## src/rtl/mac_seq_if.sv

```systemverilog
// Bus bundle for mac_seq: vector-memory read port, MAC operand/result port and
// the result stream.
//   master (mac_seq side): drives mem_rd_en, mem_addr, mac_p, mac_w,
//                          res_data, res_valid, res_idx
//   slave  (environment) : drives mem_pixel, mem_weight, mac_sum, res_ready
// Parameters: DW = pixel/weight word width, SW = MAC sum width.
interface mac_seq_if #(
   parameter int unsigned DW = 128,
   parameter int unsigned SW = 20
);
   logic          mem_rd_en;
   logic [5:0]    mem_addr;
   logic [DW-1:0] mem_pixel;
   logic [DW-1:0] mem_weight;
   logic [DW-1:0] mac_p;
   logic [DW-1:0] mac_w;
   logic [SW-1:0] mac_sum;
   logic [SW-1:0] res_data;
   logic          res_valid;
   logic          res_ready;
   logic [5:0]    res_idx;

   modport master (
      output mem_rd_en, mem_addr, mac_p, mac_w, res_data, res_valid, res_idx,
      input  mem_pixel, mem_weight, mac_sum, res_ready
   );

   modport slave (
      input  mem_rd_en, mem_addr, mac_p, mac_w, res_data, res_valid, res_idx,
      output mem_pixel, mem_weight, mac_sum, res_ready
   );
endinterface

```

## src/rtl/mac_seq.sv

```systemverilog
// mac_seq: sequences N_VEC pixel/weight vector reads through an external MAC
// and streams the signed sums out, in index order, through a small FIFO.
// Ports:
//   clk, rst        rising-edge clock, asynchronous active-high reset
//   start           begin a run (sampled only in IDLE)
//   busy            high in every state except IDLE
//   done            one-cycle pulse when the run completes
//   bus (master)    memory read port, MAC operands/sum, result stream
//   max_idx/max_val argmax of the run's sums, only when MAC_SEQ_ARGMAX_EN is
//                   defined
// Optional feature macro: MAC_SEQ_ARGMAX_EN.
module mac_seq #(
   parameter int unsigned N_VEC      = 40,
   parameter int unsigned DW         = 128,
   parameter int unsigned SW         = 20,
   parameter int unsigned MAC_LAT    = 1,
   parameter int unsigned FIFO_DEPTH = 4
) (
   input  logic          clk,
   input  logic          rst,
   input  logic          start,
   output logic          busy,
   output logic          done,
`ifdef MAC_SEQ_ARGMAX_EN
   output logic [5:0]    max_idx,
   output logic [SW-1:0] max_val,
`endif
   mac_seq_if.master     bus
);
   localparam int unsigned PL = 2 + MAC_LAT;
   localparam int unsigned AW = (FIFO_DEPTH > 1) ? $clog2(FIFO_DEPTH) : 1;
   localparam int unsigned CW = $clog2(FIFO_DEPTH) + 1;
   localparam int unsigned KW = $clog2(FIFO_DEPTH + PL + 1) + 1;
   localparam logic [5:0]  LAST_IDX = 6'(N_VEC - 1);

   typedef enum logic [1:0] {IDLE, RUN, DRAIN, DONE} state_t;

   state_t        state;
   logic [5:0]    rd_idx;
   logic [PL-1:0] pv;
   logic [5:0]    pidx   [PL];
   logic [SW-1:0] q_data [FIFO_DEPTH];
   logic [5:0]    q_idx  [FIFO_DEPTH];
   logic [CW-1:0] cnt;

   logic          push_c;
   logic          pop_c;
   logic          rd_go_c;
   logic          drain_empty_c;
   logic [KW-1:0] inflight_c;
   logic [CW-1:0] cnt_nxt_c;
   logic [AW-1:0] wr_c;

   // Credit check: occupancy is taken after this cycle's pop so that a
   // continuously drained stream sustains one read per cycle, while the total
   // of FIFO entries plus in-flight reads can never exceed FIFO_DEPTH.
   always_comb begin
      inflight_c = '0;
      for (int i = 0; i < int'(PL); i++) inflight_c = inflight_c + KW'(pv[i]);
      push_c        = pv[PL-1];
      pop_c         = bus.res_valid & bus.res_ready;
      cnt_nxt_c     = cnt + CW'(push_c) - CW'(pop_c);
      wr_c          = AW'(cnt - CW'(pop_c));
      rd_go_c       = (state == RUN) &&
                      ((KW'(cnt) - KW'(pop_c) + inflight_c) < KW'(FIFO_DEPTH));
      drain_empty_c = (pv == '0) && (cnt == CW'(pop_c));
   end

   assign bus.mem_rd_en = rd_go_c;
   assign bus.mem_addr  = rd_idx;
   assign bus.res_data  = q_data[0];
   assign bus.res_idx   = q_idx[0];

   // Control FSM; rd_idx is the index of the read presented in this cycle.
   always_ff @(posedge clk or posedge rst) begin
      if (rst) begin
         state  <= IDLE;
         busy   <= 1'b0;
         done   <= 1'b0;
         rd_idx <= '0;
      end else begin
         done <= 1'b0;
         case (state)
            IDLE: begin
               if (start) begin
                  state  <= RUN;
                  busy   <= 1'b1;
                  rd_idx <= '0;
               end
            end
            RUN: begin
               if (rd_go_c) begin
                  if (rd_idx == LAST_IDX) state <= DRAIN;
                  else                    rd_idx <= rd_idx + 6'd1;
               end
            end
            DRAIN: begin
               if (drain_empty_c) begin
                  state <= DONE;
                  done  <= 1'b1;
               end
            end
            DONE: begin
               state <= IDLE;
               busy  <= 1'b0;
            end
            default: state <= IDLE;
         endcase
      end
   end

   // In-flight valid/index pipe; stage 0 is the cycle the memory data arrives.
   always_ff @(posedge clk or posedge rst) begin
      if (rst) begin
         pv        <= '0;
         bus.mac_p <= DW'(0);
         bus.mac_w <= DW'(0);
         for (int i = 0; i < int'(PL); i++) pidx[i] <= '0;
      end else begin
         pv      <= {pv[PL-2:0], rd_go_c};
         pidx[0] <= rd_idx;
         for (int i = 1; i < int'(PL); i++) pidx[i] <= pidx[i-1];
         if (pv[0]) begin
            bus.mac_p <= bus.mem_pixel;
            bus.mac_w <= bus.mem_weight;
         end
      end
   end

   // Shifting result FIFO: entry 0 is the head, so the stream outputs are flops.
   always_ff @(posedge clk or posedge rst) begin
      if (rst) begin
         cnt           <= '0;
         bus.res_valid <= 1'b0;
         for (int i = 0; i < int'(FIFO_DEPTH); i++) begin
            q_data[i] <= SW'(0);
            q_idx[i]  <= '0;
         end
      end else begin
         if (pop_c) begin
            for (int i = 0; i < int'(FIFO_DEPTH) - 1; i++) begin
               q_data[i] <= q_data[i+1];
               q_idx[i]  <= q_idx[i+1];
            end
         end
         if (push_c) begin
            q_data[wr_c] <= bus.mac_sum;
            q_idx[wr_c]  <= pidx[PL-1];
         end
         cnt           <= cnt_nxt_c;
         bus.res_valid <= (cnt_nxt_c != '0);
      end
   end

`ifdef MAC_SEQ_ARGMAX_EN
   logic have_max;

   // Strict greater-than keeps the lowest index on ties (pushes arrive in order).
   always_ff @(posedge clk or posedge rst) begin
      if (rst) begin
         have_max <= 1'b0;
         max_idx  <= '0;
         max_val  <= SW'(0);
      end else if ((state == IDLE) && start) begin
         have_max <= 1'b0;
         max_idx  <= '0;
         max_val  <= SW'(0);
      end else if (push_c && (!have_max || ($signed(bus.mac_sum) > $signed(max_val)))) begin
         have_max <= 1'b1;
         max_idx  <= pidx[PL-1];
         max_val  <= bus.mac_sum;
      end
   end
`endif
endmodule

```

## src/flat_wrapper.sv

```systemverilog
// flat-port wrapper written by rule: the top's interface ports become plain ports
module mac_seq_flat 
#(
   parameter int unsigned N_VEC      = 40,
   parameter int unsigned DW         = 128,
   parameter int unsigned SW         = 20,
   parameter int unsigned MAC_LAT    = 1,
   parameter int unsigned FIFO_DEPTH = 4
)
  (clk, rst, start, busy, done, bus_mem_rd_en, bus_mem_addr, bus_mac_p, bus_mac_w, bus_res_data, bus_res_valid, bus_res_idx, bus_mem_pixel, bus_mem_weight, bus_mac_sum, bus_res_ready);
  mac_seq_if #(.DW(DW), .SW(SW)) bus_i ();
  input  logic clk;
  input  logic rst;
  input  logic start;
  output logic busy;
  output logic done;
  output wire logic [$bits(bus_i.mem_rd_en)-1:0] bus_mem_rd_en;
  output wire logic [$bits(bus_i.mem_addr)-1:0] bus_mem_addr;
  output wire logic [$bits(bus_i.mac_p)-1:0] bus_mac_p;
  output wire logic [$bits(bus_i.mac_w)-1:0] bus_mac_w;
  output wire logic [$bits(bus_i.res_data)-1:0] bus_res_data;
  output wire logic [$bits(bus_i.res_valid)-1:0] bus_res_valid;
  output wire logic [$bits(bus_i.res_idx)-1:0] bus_res_idx;
  input wire logic [$bits(bus_i.mem_pixel)-1:0] bus_mem_pixel;
  input wire logic [$bits(bus_i.mem_weight)-1:0] bus_mem_weight;
  input wire logic [$bits(bus_i.mac_sum)-1:0] bus_mac_sum;
  input wire logic [$bits(bus_i.res_ready)-1:0] bus_res_ready;
  assign bus_mem_rd_en = bus_i.mem_rd_en;
  assign bus_mem_addr = bus_i.mem_addr;
  assign bus_mac_p = bus_i.mac_p;
  assign bus_mac_w = bus_i.mac_w;
  assign bus_res_data = bus_i.res_data;
  assign bus_res_valid = bus_i.res_valid;
  assign bus_res_idx = bus_i.res_idx;
  assign bus_i.mem_pixel = bus_mem_pixel;
  assign bus_i.mem_weight = bus_mem_weight;
  assign bus_i.mac_sum = bus_mac_sum;
  assign bus_i.res_ready = bus_res_ready;
  mac_seq #(.N_VEC(N_VEC), .DW(DW), .SW(SW), .MAC_LAT(MAC_LAT), .FIFO_DEPTH(FIFO_DEPTH)) u_core (.clk(clk), .rst(rst), .start(start), .busy(busy), .done(done), .bus(bus_i));
endmodule
```

## config.mk

```make
export PLATFORM = sky130hd
export DESIGN_NAME = mac_seq_flat
export DESIGN_NICKNAME = d
export VERILOG_FILES = /design/src/rtl/mac_seq_if.sv /design/src/rtl/mac_seq.sv /design/src/flat_wrapper.sv
export SDC_FILE = /design/constraint.sdc
export NUM_CORES = 1
export LEC_CHECK = 0
export BUFFER_PORTS_ARGS = -buffer_cell sky130_fd_sc_hd__buf_2
export CELL_PAD_IN_SITES_DETAIL_PLACEMENT = 1
export CELL_PAD_IN_SITES_GLOBAL_PLACEMENT = 2
export CORE_MARGIN = 2
export CORE_UTILIZATION = 29
export CTS_CLUSTER_DIAMETER = 80
export CTS_CLUSTER_SIZE = 30
export DETAILED_ROUTE_END_ITERATION = 8
export PLACE_DENSITY = 0.86
export SLEW_MARGIN = 30
export SYNTH_ARGS = -nofsm -noshare
export SYNTH_HDL_FRONTEND = slang
export SYNTH_SLANG_ARGS = --single-unit
export TNS_END_PERCENT = 100
```

## constraint.sdc

```tcl
create_clock -name clk -period 11.82 [get_ports clk]
set_input_delay 1.182 -clock clk [delete_from_list [all_inputs] [get_ports clk]]
set_output_delay 1.182 -clock clk [all_outputs]
set_load 0.02 [all_outputs]
```

# Word-level counts from Yosys, hierarchy flattened
# Cells that the tools add are included.
# Widths: inputs -> output; s select.
# totals
register_bits,395
in_bits,280
# classes
add_sub_neg,8
order_cmp,3
eq_ne,10
muxes,23
n_bitwise,2
reduce_logical,11
# op_table
op,n
$bwmux 80,1
$mux 80,1
$mux 60,1
$demux 20 s2,1
$bwmux 24,1
$mux 24,1
$mux 6,4
$mux 20,1
$mux 18,1
$demux 6 s2,1
$pmux 6 s2,1
$mux 2,4
$pmux 2 s4,1
$reduce_and 4->1,2
$add 6x1->6 const B,1
$eq 6x6->1 const B,1
$ne 2x2->1 const B,3
$add 4x1->4,1
$add 4x4->4,1
$eq 2x2->1 const B,2
$lt 4x3->1 const B,1
$ne 2x1->1 const B,2
$reduce_bool 2->1,2
$sub 3x1->4,1
17 further kinds,21

# Depth between registers and ports, before layout
# logic_depth
depth_word,9
depth_mapped,11

# Worst setup path before layout
# Ideal clock, no wire load.
# synth_path
path_kind,input port to output port
start,in bus_res_ready
end,out bus_mem_rd_en
arrival_time_ns,3.091
required_time_ns,10.638
path_slack_ns,7.547
cell_stages,10
n_path_buf,3
cell_sequence,nand2_1 > buf_2 > buf_2 > or2_2 > ha_1 > a21oi_1 > a21oi_1 > a31oi_1 > buf_4 > nor2_1
# synth_via
elab_chain_len,5
# synth_rtl
item,line_no,source
"start, declared",flat_wrapper.sv:27,input wire logic [$bits(bus_i.res_ready)-1:0] bus_res_ready;
$and 1x1->1,mac_seq.sv:61,pop_c = bus.res_valid & bus.res_ready;
$sub 3x1->4,mac_seq.sv:65,((KW'(cnt) - KW'(pop_c) + inflight_c) < KW'(FIFO_DEPTH));
$add 4x4->4,mac_seq.sv:65,
$lt 4x3->1,mac_seq.sv:65,
$logic_and 1x1->1,mac_seq.sv:64,rd_go_c = (state == RUN) &&
"end, declared",flat_wrapper.sv:17,output wire logic [$bits(bus_i.mem_rd_en)-1:0] bus_mem_rd_en;
# Every way passes these cells.

# Worst setup path in the final report
# Ends and elaborated chain as after synthesis.

==> impl_metrics.toml <==
[clocking]
post_cts_buffers = 0
cts_buffer_depth = 3
ctsResizeCount = 0
clockRootBuffer = "clkbuf_16"
tritoncts.num_buffers = 28
cts_htree_levels = 1
path_clk_slew_ps = 90
worst_skew_pair.late_latency_ps = 600
tritoncts = "done"
cts_num_sinks = 395
ctsHoldBuffers = 0

[min_path]
worst_min_delay_path_endpoint = "u_core.pidx[7]"
holdCritPathClass = "flop to flop"
min_from = "u_core.pidx[13]"
whs_path_depth = 0

[synth]
synth_top_area_cell = "dfrtp_1"
syn-mean-instance-area_um2 = 14.3
synth-edff-count = 0
synth.lib_cells_used.distinct = 45
synth.top_cells.by_count = "395 x dfrtp_1, 282 x mux2_2, 78 x mux2i_1"
synth_area_um2 = 15700
netlist_instances = 1096
synth-seq-cells = 395
yosys_warnings = 0
syn-num-nets = 1389
netlist_top_cells_area = "dfrtp_1 63%, mux2_2 20%, mux2i_1 5.0%"
synth_most_common_cell = "dfrtp_1"
postSynth.asyncResetShare_pct = 100
ys_dominant_reg_cell = "dfrtp_1"
synth.yosys.seq_area_share_pct = 62.9
synthDominantCellAreaShare_pct = 62.9

[detailed_routing]
drtIter0Drc = 511
drt_drc_violations_left = 0
num_vias = 10700
antenna_left = 0
routed_wl_um = 48800
firstDrtPassIters = 4
post_drt_via_cell_ratio = 4.57
post_drt_wl_per_cell_um = 20.8

[die]
chipWidth_um = 237
ioPinCount = 572
core-area_um2 = 53700
die_y_um = 237
initial_core_util_pct = 29.3
rows = 85
die_area_um2 = 56100

[finish]
final_layout_size_suffix_gt1_share_pct = 56.4
final_nets = 1919
area_delta_synth_final_pct = 28.7
fin_area_um2 = 20200

[power_and_ir_drop]
p_comb_share_pct = 42.8
pwr-share-clk_pct = 17.9
power.total_mw = 6.15
net-switching-power_mw = 2.50
power_density_nw_per_um2 = 304
p_int_mw = 3.65
sequentialPowerShare_pct = 39.3
power.switching_fraction_pct = 40.7
p_leak_nw = 9.72
ir_worst_vdd_v = 0.000157

[worst_setup_path]
criticalPathCategory = "input pin to primary output"
worstReg2RegStart = "u_core.pv[0]"
crit_required_ps = 10640
reg2regPathDepth = 10
regToRegEndpoint = "u_core.state[1]"
reg2reg_setup_slack_ps = 8790
crit_path_arrival_time_ps = 3430
worst_setup_end_kind = "primary output"
critPathMaxFanout = 46
worst_setup_path_start_kind = "input pin"

[timing]
timing.setup.tns_ps = 0
hold_viol_final = 0
rsz_0062_raised_after_global_routing = "false"
slew_headroom_pct = 38.5
drv_slew = 0
final_worst_path_cycle_share_pct = 39.0
fmaxAchievable_ghz = 0.217
setup_viol = 0
max_clock_skew_ps = 31.2
tightest_slew_ps = 923
timing.hold.ws_ps = 356
fin_crit_ps = 4620

[global_route]
grt_pass1_wl_um = 73300
antenna_found_initial = 9
grt_remaining_overflow = 0
global_route.usage.total_pct = 16.9
first_global_vias = 11800
grt_start_max_net_pins = 167

[placed_design]
buffer_ports.inserted = 571
finalWeightedCongestion = 0.801
place.detailed.hpwl_um = 36800
dp_area_um2 = 19100

[job]
drv.max_cap_violation_count = 0

[outcome]
result_of_the_run = "complete, no violations"
==> critical path, cell delays in order <==
cell and delay (ps):
buf_2 100, nand2_4 390, or2_2 480, ha_1 310, a21oi_1 200, a21oi_1 90, a31oi_1 170, buf_4 230
nor2_1 90, buf_2 170
==> cell usage in the layout, fill, tap and decap left out, types with 26 or more instances in the layout <==
cell,count
dfrtp_1,394
clkbuf_16,28
mux2i_1,78
mux2_2,282
a21oi_1,55
nand2_1,34
o21ai_1,26
nor2_1,60
buf_2,571
==> power by group through the flow <==
stage          sequential [mW]  clock, mW  combinational [mW]
4_1_cts                   2.42       1.14                2.68
2_1_floorplan             2.91          0                1.25
3_3_place_gp              2.40          0                2.61
3_5_place_dp              2.44          0                2.67
5_1_grt                   2.51       1.19                2.83
6_report                  2.41       1.10                2.63
==> worst max path at each step <==
stage / startpoint / end / slack, ps
after floorplan: rst / async pin / 5320
after global placement: bus_res_ready / bus_mem_rd_en / 7140
after detailed placement: bus_res_ready / bus_mem_rd_en / 7220
after CTS: bus_res_ready / bus_mem_rd_en / 7200
after global routing: bus_res_ready / bus_mem_rd_en / 7000
final: bus_res_ready / bus_mem_rd_en / 7200
==> flip-flops by register name, indices dropped and copies added (netlist names), named ones only <==
name and cells:
u_core.pv 3, u_core.q_data 40, u_core.done 1, u_core.pidx 18, u_core.state 2, u_core.bus.mem_addr 6, u_core.busy 1, u_core.q_idx 12
u_core.bus.res_valid 1, u_core.bus.res_idx 6, u_core.bus.mac_p 128, u_core.bus.res_data 20, u_core.bus.mac_w 128, u_core.cnt 3
==> layout make-up <==
cell class | instances | area (um2)
Inverter | 14 | 56.3
Multi-Input combinational cell | 601 | 5300
Clock inverter | 22 | 333
Clock buffer | 30 | 718
Sequential cell | 395 | 9890
Fill cell | 5868 | 33500
Antenna cell | 6 | 15.0
Timing Repair Buffer | 586 | 3030
Tap cell | 696 | 871
==> stage by stage <==
step                std cells  utilization, %  worst slack (ps)
floorplan                1096               -              5320
global placement         2290            35.5              7140
detailed placement       2290            35.5              7220
CTS                      2342            37.5              7200
global route             2348            37.6              7000
finish                   2350            37.6              7200
==> kinds of logic after synthesis <==
logic type / Yosys count / synth area share [%]
buf+inv: 100 / 3.48
mux: 361 / 25.3
xor+xnor: 5 / 0.279
simple gates: 123 / 3.43
flops: 395 / 62.9
compound gates: 99 / 3.55
fa+ha+maj: 13 / 1.08
==> per-layer routing <==
layer	vias to the layer above	GRT usage (%)	wire length (um)
met5	-	0	0
met4	0	3.82	788
met3	47	5.23	3920
met2	316	29.3	24600
met1	5537	20.6	19500
li1	4839	-	-
Note: power is estimated with default switching activity, not from simulation.
